### config.mk
export PLATFORM = sky130hd
export DESIGN_NAME = wb_commit_buffer
export DESIGN_NICKNAME = d
export VERILOG_FILES = /design/src/rtl/wb_commit_buffer.sv
export SDC_FILE = /design/constraint.sdc
export NUM_CORES = 1
export LEC_CHECK = 0
export BUFFER_PORTS_ARGS = -buffer_cell sky130_fd_sc_hd__buf_4
export CAP_MARGIN = 15
export CORE_MARGIN = 2
export CORE_UTILIZATION = 40
export CTS_CLUSTER_SIZE = 14
export DETAILED_ROUTE_END_ITERATION = 12
export PLACE_DENSITY = 0.63
export SLEW_MARGIN = 20
export SYNTH_ARGS = -nofsm -noshare
export SYNTH_HDL_FRONTEND = slang
export SYNTH_SLANG_ARGS = --single-unit
### constraint.sdc
create_clock -name clk -period 3.54 [get_ports clk]
set_input_delay 1.062 -clock clk [delete_from_list [all_inputs] [get_ports clk]]
set_output_delay 1.062 -clock clk [all_outputs]
set_load 0.005 [all_outputs]
### src/rtl/wb_commit_buffer.sv
// In-order writeback commit FIFO between the memory stage and the register-file write port.
// Define WB_FWD_EN to build the pending-result lookup ports (fwd_*) for decode.
module wb_commit_buffer #(
  parameter int XLEN  = 32,
  parameter int RA_W  = 5,
  parameter int DEPTH = 4,
  parameter int CNT_W = $clog2(DEPTH) + 1
) (
  input  logic             clk,
  input  logic             reset,
  input  logic             in_valid,
  output logic             in_ready,
  input  logic [XLEN-1:0]  alu_data,
  input  logic [XLEN-1:0]  mem_data,
  input  logic [XLEN-1:0]  link_data,
  input  logic [1:0]       src_sel,
  input  logic             reg_write,
  input  logic [RA_W-1:0]  rd,
  output logic             rf_valid,
  input  logic             rf_ready,
  output logic [RA_W-1:0]  rf_waddr,
  output logic [XLEN-1:0]  rf_wdata,
  output logic [CNT_W-1:0] count
`ifdef WB_FWD_EN
  ,
  input  logic [RA_W-1:0]  fwd_rs1,
  input  logic [RA_W-1:0]  fwd_rs2,
  output logic             fwd_hit1,
  output logic             fwd_hit2,
  output logic [XLEN-1:0]  fwd_data1,
  output logic [XLEN-1:0]  fwd_data2
`endif
);

  localparam int PTR_W = $clog2(DEPTH);

  logic [RA_W-1:0]  rdMem   [DEPTH];
  logic [XLEN-1:0]  dataMem [DEPTH];
  logic [PTR_W-1:0] headPtr;
  logic [PTR_W-1:0] tailPtr;
  logic             inFire;
  logic             outFire;
  logic             doEnq;
  logic [XLEN-1:0]  inData;

  assign rf_valid = (count != '0);
  // Head outputs are zeroed while empty so stale entries never appear on the write port.
  assign rf_waddr = rf_valid ? rdMem[headPtr]   : '0;
  assign rf_wdata = rf_valid ? dataMem[headPtr] : '0;

  always_comb begin
    outFire  = rf_valid & rf_ready;
    in_ready = (count < CNT_W'(DEPTH)) | outFire;
    inFire   = in_valid & in_ready;
    doEnq    = inFire & reg_write & (rd != '0) & (src_sel != 2'b11);
    inData   = '0;
    case (src_sel)
      2'b00:   inData = alu_data;
      2'b01:   inData = mem_data;
      2'b10:   inData = link_data;
      default: inData = '0;
    endcase
  end

  always_ff @(posedge clk) begin
    if (reset) begin
      headPtr <= '0;
      tailPtr <= '0;
      count   <= '0;
      for (int i = 0; i < DEPTH; i++) begin
        rdMem[i]   <= '0;
        dataMem[i] <= '0;
      end
    end else begin
      if (doEnq) begin
        rdMem[tailPtr]   <= rd;
        dataMem[tailPtr] <= inData;
        tailPtr          <= tailPtr + 1'b1;
      end
      if (outFire) begin
        headPtr <= headPtr + 1'b1;
      end
      case ({doEnq, outFire})
        2'b10:   count <= count + 1'b1;
        2'b01:   count <= count - 1'b1;
        default: count <= count;
      endcase
    end
  end

`ifdef WB_FWD_EN
  // Walk oldest to youngest so the last match wins; only occupied slots are considered.
  function automatic logic [XLEN:0] lookup(input logic [RA_W-1:0] rs);
    logic [XLEN:0]    result;
    logic [PTR_W-1:0] idx;
    result = '0;
    for (int i = 0; i < DEPTH; i++) begin
      idx = headPtr + PTR_W'(i);
      if ((CNT_W'(i) < count) && (rs != '0) && (rdMem[idx] == rs)) begin
        result = {1'b1, dataMem[idx]};
      end
    end
    return result;
  endfunction

  always_comb begin
    {fwd_hit1, fwd_data1} = lookup(fwd_rs1);
    {fwd_hit2, fwd_data2} = lookup(fwd_rs2);
  end
`endif

endmodule

==> key figures, run 1 <==
Status
  – Run status: finished clean

Yosys
  – Count of flip-flops with a built-in enable after synthesis: 148
  – Complex-gate fraction of the synthesized area: 0.0246
  – Net count after synthesis: 682
  – YS warnings: 0
  – Most common flop cell mapped by yosys: sky130_fd_sc_hd__edfxtp_1
  – Mux contribution to synthesized area: 0.161
  – Mapped Avg Cell Area: 13.3 um^2
  – Synth Instances: 572
  – Biggest area contributors in the synthesized netlist: sky130_fd_sc_hd__edfxtp_1 58%, sky130_fd_sc_hd__nor2_1 9.2%, sky130_fd_sc_hd__mux4_2 6.5%
  – Area share of the largest cell type after synthesis: 0.583
  – Share of flip-flops with an asynchronous set or reset: 0
  – Number of distinct library cells after synthesis: 37
  – FF+latch count, synth: 157
  – Basic-gate share of the synthesized area counting and, or, nand and nor cells: 0.155
  – Xor/xnor share of the synthesized area: 0.00460
  – Dominant cell type by area after synthesis: sky130_fd_sc_hd__edfxtp_1
  – Synth Cell Area: 7620 um^2
  – Adder-cell share of the synthesized area: 0.00427
  – Dominant combinational cell family by area after synthesis: multiplexers
  – Sequential share of the synthesized area: 0.607

Hold path
  – Launch point of the worst hold path: count[2]$_SDFFE_PP0P_
  – Hold WC Path Type: flip-flop to flip-flop

GRT
  – Via count of the first global-routing pass: 5218
  – Antenna violations before repair: 0
  – Global-route wire length before repair: 27600 um
  – Residual overflow from global routing: 0
  – Combined global-route utilization of all metal layers: 0.183
  – Maximum number of pins on one net before global-route repair: 38

Timing
  – Slew at the pin with the worst max-slew slack: 0.847 ns
  – Max Slew Vio Count: 0
  – Share of the clock period used by the worst path: 0.905
  – Setup Viol. Count Final: 0
  – Worst Clk Skew: 0.00864 ns
  – Setup TNS Final: 0 ns
  – Min Hold Slack: 0.544 ns
  – Unrepaired setup endpoints after global routing: no
  – Maximum frequency from static timing analysis: 0.312 GHz
  – Final hold viol count: 0
  – Normalized max-slew margin: 0.435
  – Time the worst path needs with I/O delays and setup: 3.20 ns

Route
  – Routed WL: 18100 um
  – Via count: 5072
  – Drt pass-1 iters: 5
  – WL/cell: 18.8 um
  – Detailed Route Iter0 Violations: 425
  – Antenna-violating nets left: 0
  – Drc violations: 0
  – Number of vias per cell: 5.27

Place
  – Detailed Place HPWL: 11400 um
  – IO buf count: 149
  – Final RePlAce weighted congestion: 0.786
  – Placed Area: 8890 um^2

Pwr
  – Design Power: 5.36 mW
  – Leak: 3.78 nW
  – Pwr/cell area: 565 nW/um^2
  – Largest voltage drop on the vdd net: 0.418 mV

Finish
  – Leading cell types in the layout, fill and taps excluded: 187 x sky130_fd_sc_hd__nor2_1, 162 x sky130_fd_sc_hd__buf_4, 148 x sky130_fd_sc_hd__edfxtp_1
  – Antenna diode count: 0
  – Area growth from synthesis to layout: 24.6%
  – Number of nets in the finished design: 827
  – Share of final-layout standard cells stronger than drive strength 1: 0.314
  – Commonest non-fill, non-tap cell in the layout: sky130_fd_sc_hd__nor2_1
  – Cell area after layout: 9490 um^2

Critical path
  – Buffer and inverter count on the worst path: 2
  – Capturing element type of the critical path: output pin
  – Setup slack, reg-to-reg: 0.85 ns
  – Maximum cell stage delay along the critical path: 0.75 ns
  – Arrival time worst endpoint: 2.14 ns
  – Source of the critical timing path: count[2]$_SDFFE_PP0P_
  – Kind of launch point of the worst setup path: flip-flop
  – Top Family by Delay on Critical Path: simple AND/OR/NAND/NOR gates
  – CP Class: flip-flop to output pin
  – Crit Reg-Reg Startpoint: count[0]$_SDFFE_PP0P_
  – Cell breakdown of the critical path: or3_1, buf_4, and2_1, buf_4
  – Crit path top cell by count: sky130_fd_sc_hd__buf_4
  – Req. time, crit path: 2.48 ns
  – Largest driver fanout on the critical path: 21
  – Worst-path cell with the longest stage delay: sky130_fd_sc_hd__or3_1

CTS
  – Clock latency reported for the late side of the worst-skew pair: 0.43 ns
  – Clock Tree Buf Depth: 2
  – Clock Sink Count: 157
  – Cts bufs inserted: 17
  – CTS clk-pin slew, worst paths: 0.06 ns
  – Post-cts sizing count: 0
  – Post-CTS Repair Setup Buffers: 0
  – Clock tree from TritonCTS: done
  – Clock Tree Root: sky130_fd_sc_hd__clkbuf_16
  – H-tree depth: 4
  – Number of buffers inserted for hold repair after clock tree synthesis: 0

Die
  – Core area: 18700 um^2
  – Starting density of the core: 0.407
  – Die H: 142 um
  – Horiz. Die Dim: 142 um
  – Placement row count: 50
  – Number of top-level pins: 150
  – Area of the die: 20200 um^2

Flow run
  – Max-cap violations: 0
-- per-stage QoR --
step	std cells	setup WS, ns	util
final	963	0.336	0.508
after global routing	963	0.248	0.508
after CTS	963	0.313	0.508
after detailed placement	932	0.458	0.475
after global placement	932	0.525	0.475
after floorplan	572	0.466	-
-- final timing paths --
kind | end | depth (start not counted)
hold / removal | count[2]$_SDFFE_PP0P_ | 2
setup / recovery | rf_wdata[0] | 4
hold reg to reg | count[2]$_SDFFE_PP0P_ | 2
setup reg to reg | count[2]$_SDFFE_PP0P_ | 8
-- sequential cells by signal, indices dropped and copies added, names as in the netlist, named ones only --
register and flops:
headPtr 2, rdMem 20, tailPtr 2, dataMem 128, count 3
-- power breakdown --
part           switching, mW  total (mW)  internal [mW]
combinational          0.627        1.30          0.674
sequential            0.0464        2.19           2.14
clock                  0.703        1.87           1.17
total                   1.38        5.36           3.98
-- routing by layer --
layer | part of all wire | up-vias | global-route usage
met5 | 0 | - | 0
met4 | 0.013 | 0 | 0.0637
met3 | 0.057 | 23 | 0.0350
met2 | 0.52 | 162 | 0.322
met1 | 0.41 | 2533 | 0.226
li1 | - | 2354 | -
-- Yosys cell counts (4+ instances only) --
master and number:
sky130_fd_sc_hd__nand2b_1 10, sky130_fd_sc_hd__inv_1 5, sky130_fd_sc_hd__a21oi_1 34, sky130_fd_sc_hd__mux4_2 22, sky130_fd_sc_hd__and2_1 38, sky130_fd_sc_hd__dfxtp_1 9, sky130_fd_sc_hd__buf_6 12, sky130_fd_sc_hd__mux2i_1 32
sky130_fd_sc_hd__nor2_1 187, sky130_fd_sc_hd__clkbuf_1 8, sky130_fd_sc_hd__buf_2 13, sky130_fd_sc_hd__mux4_1 15, sky130_fd_sc_hd__nand3b_1 4, sky130_fd_sc_hd__edfxtp_1 148
-- logic make-up (layout without fill, tap and decap cells) --
group,after synthesis,in the layout
simple gates,258,258
flops,157,157
mux,70,70
buf+inv,44,201
compound gates,37,37
xor+xnor,4,4
fa+ha+maj,2,2
-- tightest hold or removal path, stage by stage, from the launching register on --
cell and delay [ns]:
sky130_fd_sc_hd__dfxtp_1 0.34, sky130_fd_sc_hd__o21ai_0 0.09, sky130_fd_sc_hd__a21oi_1 0.06
-- area by class of cell --
type	instances	area, um^2
Clock buffer	19	433
Clock inverter	12	171
Fill cell	1643	9210
Inverter	5	18.8
Multi-Input combinational cell	371	2680
Sequential cell	157	4630
Tap cell	234	293
Timing Repair Buffer	165	1280
Power figures use the tool's default switching activity.
==> run 2, diff against run 1 <==
CELL_PAD_IN_SITES_DETAIL_PLACEMENT = 0   (was default)
CELL_PAD_IN_SITES_GLOBAL_PLACEMENT = 1   (was default)
MAX_ROUTING_LAYER = met4   (was default)
PLACE_DENSITY = 0.75   (was 0.63)
==> key figures, run 2 (synthesis results as in run 1) <==
Status
  – Run status: finished clean (unchanged)

Finish
  – Commonest non-fill, non-tap cell in the layout: sky130_fd_sc_hd__nor2_1 (unchanged)
  – Number of nets in the finished design: 825 (was 827)
  – Leading cell types in the layout, fill and taps excluded: 187 x sky130_fd_sc_hd__nor2_1, 160 x sky130_fd_sc_hd__buf_4, 148 x sky130_fd_sc_hd__edfxtp_1 (was 187 x sky130_fd_sc_hd__nor2_1, 162 x sky130_fd_sc_hd__buf_4, 148 x sky130_fd_sc_hd__edfxtp_1)
  – Cell area after layout: 9440 um^2 (was 9490 um^2)
  – Area growth from synthesis to layout: 23.9% (was 24.6%)
  – Share of final-layout standard cells stronger than drive strength 1: 0.305 (was 0.314)
  – Antenna diode count: 0 (unchanged)
  – Largest registers ranked by flip-flop count: dataMem (128), rdMem (20), count (3) (unchanged)
  – Most flop-heavy register: dataMem (unchanged)
  – Largest register FFs: 128 (unchanged)

Timing
  – Final hold viol count: 0 (unchanged)
  – Setup TNS Final: 0 ns (unchanged)
  – Normalized max-slew margin: 0.402 (was 0.435)
  – Worst Clk Skew: 0.00430 ns (was 0.00864 ns)
  – Slew at the pin with the worst max-slew slack: 0.896 ns (was 0.847 ns)
  – Time the worst path needs with I/O delays and setup: 3.13 ns (was 3.20 ns)
  – Unrepaired setup endpoints after global routing: no (unchanged)
  – Share of the clock period used by the worst path: 0.885 (was 0.905)
  – Min Hold Slack: 0.528 ns (was 0.544 ns)
  – Final Worst Setup Slack: 0.407 ns (was 0.336 ns)
  – Maximum frequency from static timing analysis: 0.319 GHz (was 0.312 GHz)
  – Setup Viol. Count Final: 0 (unchanged)
  – Max Slew Vio Count: 0 (unchanged)

Die
  – Starting density of the core: 0.407 (unchanged)
  – Die H: 142 um (unchanged)
  – Core area: 18700 um^2 (unchanged)
  – Area of the die: 20200 um^2 (unchanged)
  – Placement row count: 50 (unchanged)
  – Horiz. Die Dim: 142 um (unchanged)
  – Number of top-level pins: 150 (unchanged)

GRT
  – Antenna violations before repair: 0 (unchanged)
  – Global-route wire length before repair: 27900 um (was 27600 um)
  – Residual overflow from global routing: 0 (unchanged)
  – Most utilized layer in the global route result: met2 (unchanged)
  – Via count of the first global-routing pass: 5190 (was 5218)
  – GR Layer Usage met3: 0.0343 (was 0.0350)
  – Maximum number of pins on one net before global-route repair: 41 (was 38)
  – Met1 demand-to-capacity share in global routing: 0.232 (was 0.226)
  – Combined global-route utilization of all metal layers: 0.193 (was 0.183)
  – Met2 global-route usage: 0.334 (was 0.322)

Pwr
  – Largest voltage drop on the vdd net: 0.357 mV (was 0.418 mV)
  – Pwr/cell area: 554 nW/um^2 (was 565 nW/um^2)
  – Leak: 3.76 nW (was 3.78 nW)
  – Design Power: 5.23 mW (was 5.36 mW)

Route
  – Antenna-violating nets left: 0 (unchanged)
  – Via count: 4997 (was 5072)
  – Drt pass-1 iters: 4 (was 5)
  – Routed WL: 18100 um (about the same)
  – Detailed Route Iter0 Violations: 358 (was 425)
  – Number of vias per cell: 5.20 (was 5.27)
  – WL/cell: 18.8 um (about the same)
  – Drc violations: 0 (unchanged)

Critical path
  – Arrival time worst endpoint: 2.07 ns (was 2.14 ns)
  – Kind of launch point of the worst setup path: flip-flop (unchanged)
  – Largest driver fanout on the critical path: 20 (was 21)
  – Req. time, crit path: 2.48 ns (about the same)
  – Capturing element type of the critical path: output pin (unchanged)
  – CP Class: flip-flop to output pin (unchanged)

Place
  – Worst setup slack before clock tree synthesis: 0.416 ns (was 0.458 ns)
  – Placed Area: 8880 um^2 (was 8890 um^2)
  – Final RePlAce weighted congestion: 0.718 (was 0.786)
  – IO buf count: 149 (unchanged)
  – Detailed Place HPWL: 11400 um (about the same)

CTS
  – Clock Sink Count: 157 (unchanged)
  – Clock tree from TritonCTS: done (unchanged)
  – Post-cts sizing count: 0 (unchanged)
  – CTS clk-pin slew, worst paths: 0.06 ns (about the same)
  – Clock latency reported for the late side of the worst-skew pair: 0.42 ns (was 0.43 ns)
  – H-tree depth: 4 (unchanged)
  – Clock Tree Root: sky130_fd_sc_hd__clkbuf_16 (unchanged)
  – Clock Tree Buf Depth: 2 (unchanged)
  – Post-CTS Repair Setup Buffers: 0 (unchanged)
  – Number of buffers inserted for hold repair after clock tree synthesis: 0 (unchanged)
  – Cts bufs inserted: 17 (unchanged)

Hold path
  – Hold WC Path Type: flip-flop to flip-flop (unchanged)

Flow run
  – Max-cap violations: 0 (unchanged)
==> run 2: changes by cell type in the layout (fill, tap and decap cells not counted), sizes merged <==
cell / delta
clkbuf: +3
clkinvlp: -2
buf: -2
bufinv: -1
==> run 2: per-layer routing <==
metal,share of wire,vias to the layer above
li1,-,2354
met5,0,-
met1,0.41,2497
met2,0.53,131
met4,0.012,0
met3,0.043,15
==> run 2: report_power, final <==
group | total (mW) | switching, mW | internal [mW]
logic | 1.28 | 0.621 | 0.661
registers | 2.19 | 0.0491 | 2.14
clock network | 1.76 | 0.666 | 1.09
total | 5.23 | 1.34 | 3.90
==> run 2: path summary, 6_finish.rpt <==
check / depth (start not counted) / from / slack, ns / endpoint
worst min-delay path: 2 / count[2]$_SDFFE_PP0P_ / 0.53 / count[2]$_SDFFE_PP0P_
worst min register to register: 2 / count[2]$_SDFFE_PP0P_ / 0.53 / count[2]$_SDFFE_PP0P_
worst max register to register: 9 / count[2]$_SDFFE_PP0P_ / 1.10 / count[2]$_SDFFE_PP0P_
worst max-delay path: 4 / flip-flop / 0.41 / rf_wdata[10]
==> run 2: through the flow <==
stage | cells | utilization
global route | 961 | 0.505
CTS | 961 | 0.505
detailed placement | 930 | 0.475
finish | 961 | 0.505
global placement | 930 | 0.475
floorplan | 572 | -
==> run 2: layout make-up <==
type                       instances  area, um^2
clock inverter                     9         120
tap                              234         293
inverter                           5        18.8
fill                            1654        9260
clock buffer                      22         444
sequential                       157        4630
timing repair buffer             163        1260
multi-input combinational        371        2680
==> run 2: critical path, stage by stage, from the launching register on <==
cell and delay (ns):
sky130_fd_sc_hd__dfxtp_2 0.68, sky130_fd_sc_hd__buf_4 0.32, sky130_fd_sc_hd__mux4_2 0.34, sky130_fd_sc_hd__and2_1 0.17
sky130_fd_sc_hd__buf_4 0.13
==> run 3, diff against run 2 <==
GPL_ROUTABILITY_DRIVEN = 1   (was default)
clock period = 3.9 ns   (was 3.54 ns; I/O delays follow)
==> key figures, run 3 (synthesis results as in run 1) <==
Finish
  – Filler instances: 1629 (was 1654)
  – Share of final-layout standard cells stronger than drive strength 1: 0.311 (was 0.305)
  – Area growth from synthesis to layout: 23.5% (was 23.9%)
  – Leading cell types in the layout, fill and taps excluded: 187 x sky130_fd_sc_hd__nor2_1, 158 x sky130_fd_sc_hd__buf_4, 148 x sky130_fd_sc_hd__edfxtp_1 (was 187 x sky130_fd_sc_hd__nor2_1, 160 x sky130_fd_sc_hd__buf_4, 148 x sky130_fd_sc_hd__edfxtp_1)
  – Commonest non-fill, non-tap cell in the layout: sky130_fd_sc_hd__nor2_1 (unchanged)
  – Largest registers ranked by flip-flop count: dataMem (128), rdMem (20), count (3) (unchanged)
  – Count of placed standard cells in the final layout, fillers left out: 961 (unchanged)
  – Multi-input gate area: 2680 um^2 (unchanged)
  – Antenna diode count: 0 (unchanged)
  – Area occupied by registers: 4630 um^2 (unchanged)
  – Largest register FFs: 128 (unchanged)
  – Number of nets in the finished design: 824 (was 825)
  – Most flop-heavy register: dataMem (unchanged)

CTS
  – Post-CTS Repair Setup Buffers: 0 (unchanged)
  – Clock Tree Root: sky130_fd_sc_hd__clkbuf_16 (unchanged)
  – Clock Sink Count: 157 (unchanged)
  – H-tree depth: 4 (unchanged)
  – CTS clk-pin slew, worst paths: 0.06 ns (about the same)
  – Post-cts sizing count: 0 (unchanged)
  – Clock latency reported for the late side of the worst-skew pair: 0.43 ns (was 0.42 ns)
  – Cts bufs inserted: 17 (unchanged)
  – Clock tree from TritonCTS: done (unchanged)
  – Number of buffers inserted for hold repair after clock tree synthesis: 0 (unchanged)
  – Clock Tree Buf Depth: 2 (unchanged)

Timing
  – Share of the clock period used by the worst path: 0.880
  – Unrepaired setup endpoints after global routing: no (unchanged)
  – Time the worst path needs with I/O delays and setup: 3.43 ns
  – Final Worst Setup Slack: 0.469 ns (was 0.407 ns)
  – Worst Clk Skew: 0.00838 ns (was 0.00430 ns)
  – Normalized max-slew margin: 0.354 (was 0.402)
  – Setup Viol. Count Final: 0 (unchanged)
  – Final hold viol count: 0 (unchanged)
  – Setup TNS Final: 0 ns (unchanged)
  – Slew at the pin with the worst max-slew slack: 0.968 ns (was 0.896 ns)
  – Maximum frequency from static timing analysis: 0.291 GHz
  – Max Slew Vio Count: 0 (unchanged)
  – Min Hold Slack: 0.529 ns (was 0.528 ns)

GRT
  – Combined global-route utilization of all metal layers: 0.193 (about the same)
  – Maximum number of pins on one net before global-route repair: 38 (was 41)
  – Global-route wire length before repair: 28100 um (was 27900 um)
  – Residual overflow from global routing: 0 (unchanged)
  – Antenna violations before repair: 0 (unchanged)
  – Via count of the first global-routing pass: 5286 (was 5190)

Critical path
  – Crit Reg-Reg Startpoint: count[0]$_SDFFE_PP0P_ (was count[2]$_SDFFE_PP0P_)
  – Arrival time worst endpoint: 2.26 ns (was 2.07 ns)
  – Cell breakdown of the critical path: or3_1, buf_4, and2_1, buf_4 (was buf_4, mux4_2, and2_1, buf_4)
  – Maximum cell stage delay along the critical path: 0.80 ns (was 0.68 ns)
  – Worst-path cell with the longest stage delay: sky130_fd_sc_hd__or3_1 (was sky130_fd_sc_hd__dfxtp_2)
  – Top Family by Delay on Critical Path: simple AND/OR/NAND/NOR gates (was flip-flops)
  – Capturing element type of the critical path: output pin (unchanged)
  – Setup slack, reg-to-reg: 0.84 ns (was 1.10 ns)
  – Crit path to: rf_wdata[23] (was rf_wdata[10])
  – Buffer and inverter count on the worst path: 2 (unchanged)
  – Req. time, crit path: 2.73 ns (was 2.48 ns)
  – FF-to-FF End: count[2]$_SDFFE_PP0P_ (unchanged)
  – Kind of launch point of the worst setup path: flip-flop (unchanged)
  – Source of the critical timing path: count[2]$_SDFFE_PP0P_
  – R2R cell count: 9 (unchanged)
  – Number of stages on the worst setup path: 4 (unchanged)
  – Crit path top cell by count: sky130_fd_sc_hd__buf_4 (unchanged)
  – Largest driver fanout on the critical path: 26 (was 20)
  – CP Class: flip-flop to output pin (unchanged)

Place
  – IO buf count: 149 (unchanged)
  – Detailed Place HPWL: 11200 um (was 11400 um)
  – Worst setup slack before clock tree synthesis: 0.638 ns (was 0.416 ns)
  – Cells after DPL: 929 (was 930)
  – Final RePlAce weighted congestion: 0.739 (was 0.718)

Flow run
  – Max-cap violations: 0 (unchanged)

Pwr
  – Leak: 3.74 nW (was 3.76 nW)
  – Largest voltage drop on the vdd net: 0.312 mV (was 0.357 mV)
  – Pwr/cell area: 491 nW/um^2 (was 554 nW/um^2)
  – Design Power: 4.62 mW (was 5.23 mW)

Die
  – Core area: 18700 um^2 (unchanged)
  – Die H: 142 um (unchanged)
  – Area of the die: 20200 um^2 (unchanged)
  – Number of top-level pins: 150 (unchanged)
  – Horiz. Die Dim: 142 um (unchanged)
  – Placement row count: 50 (unchanged)
  – Starting density of the core: 0.407 (unchanged)

Route
  – WL/cell: 18.8 um (about the same)
  – Drt pass-1 iters: 5 (was 4)
  – Via count: 4990 (was 4997)
  – Routed WL: 18100 um (about the same)
  – Number of vias per cell: 5.19 (was 5.20)
  – Antenna-violating nets left: 0 (unchanged)
  – Detailed Route Iter0 Violations: 309 (was 358)
  – Drc violations: 0 (unchanged)

Status
  – Run status: finished clean (unchanged)

Hold path
  – Hold WC Path Type: flip-flop to flip-flop (unchanged)
  – Worst Hold Path Cells: 2 (unchanged)
  – Launch point of the worst hold path: headPtr[1]$_SDFFE_PP0P_ (was count[2]$_SDFFE_PP0P_)
[run 3: cell count changes in the layout (fill, tap and decap cells not counted), sizes merged]
cell and change:
buf -1, bufinv -3, clkbuf -4, clkinv +4, clkinvlp +1, inv +3
[run 3: final cells by class]
type | instances | area share
clock buffer | 18 | 0.0456
clock inverter | 14 | 0.0101
inverter | 5 | 0.00199
multi-input combinational | 371 | 0.285
sequential | 157 | 0.492
tap | 234 | 0.0311
timing repair buffer | 162 | 0.135
[run 3: worst min-delay path, stage by stage, from the launching register on]
cell and delay, ns:
sky130_fd_sc_hd__dfxtp_1 0.32, sky130_fd_sc_hd__xor2_1 0.07, sky130_fd_sc_hd__nor2_1 0.10
[run 3: worst min path at each step]
stage                 to  slack (ns)
2_1_floorplan  flip-flop        0.48
3_3_place_gp   flip-flop        0.50
4_1_cts        flip-flop        0.54
5_1_grt        flip-flop        0.57
6_report       flip-flop        0.53
3_5_place_dp   flip-flop        0.51
[run 3: stage by stage]
stage | cell area, um^2 | utilization
detailed placement | 8880 | 0.475
finish | 9410 | 0.503
CTS | 9410 | 0.503
global placement | 8880 | 0.475
floorplan | 7620 | -
global route | 9410 | 0.503
[run 3: power by group]
part           switching [mW]  leakage (nW)  total, mW  internal, mW
clock                   0.654         0.256       1.46         0.810
combinational           0.537          1.87       1.14         0.605
sequential             0.0712          1.61       2.01          1.94
[run 3: routing by layer]
layer	wire, um	vias to the layer above	GRT usage
met5	0	-	-
met2	9400	146	0.320
met1	7480	2467	0.231
met4	282	0	0.0637
met3	933	22	0.0515
li1	-	2355	-
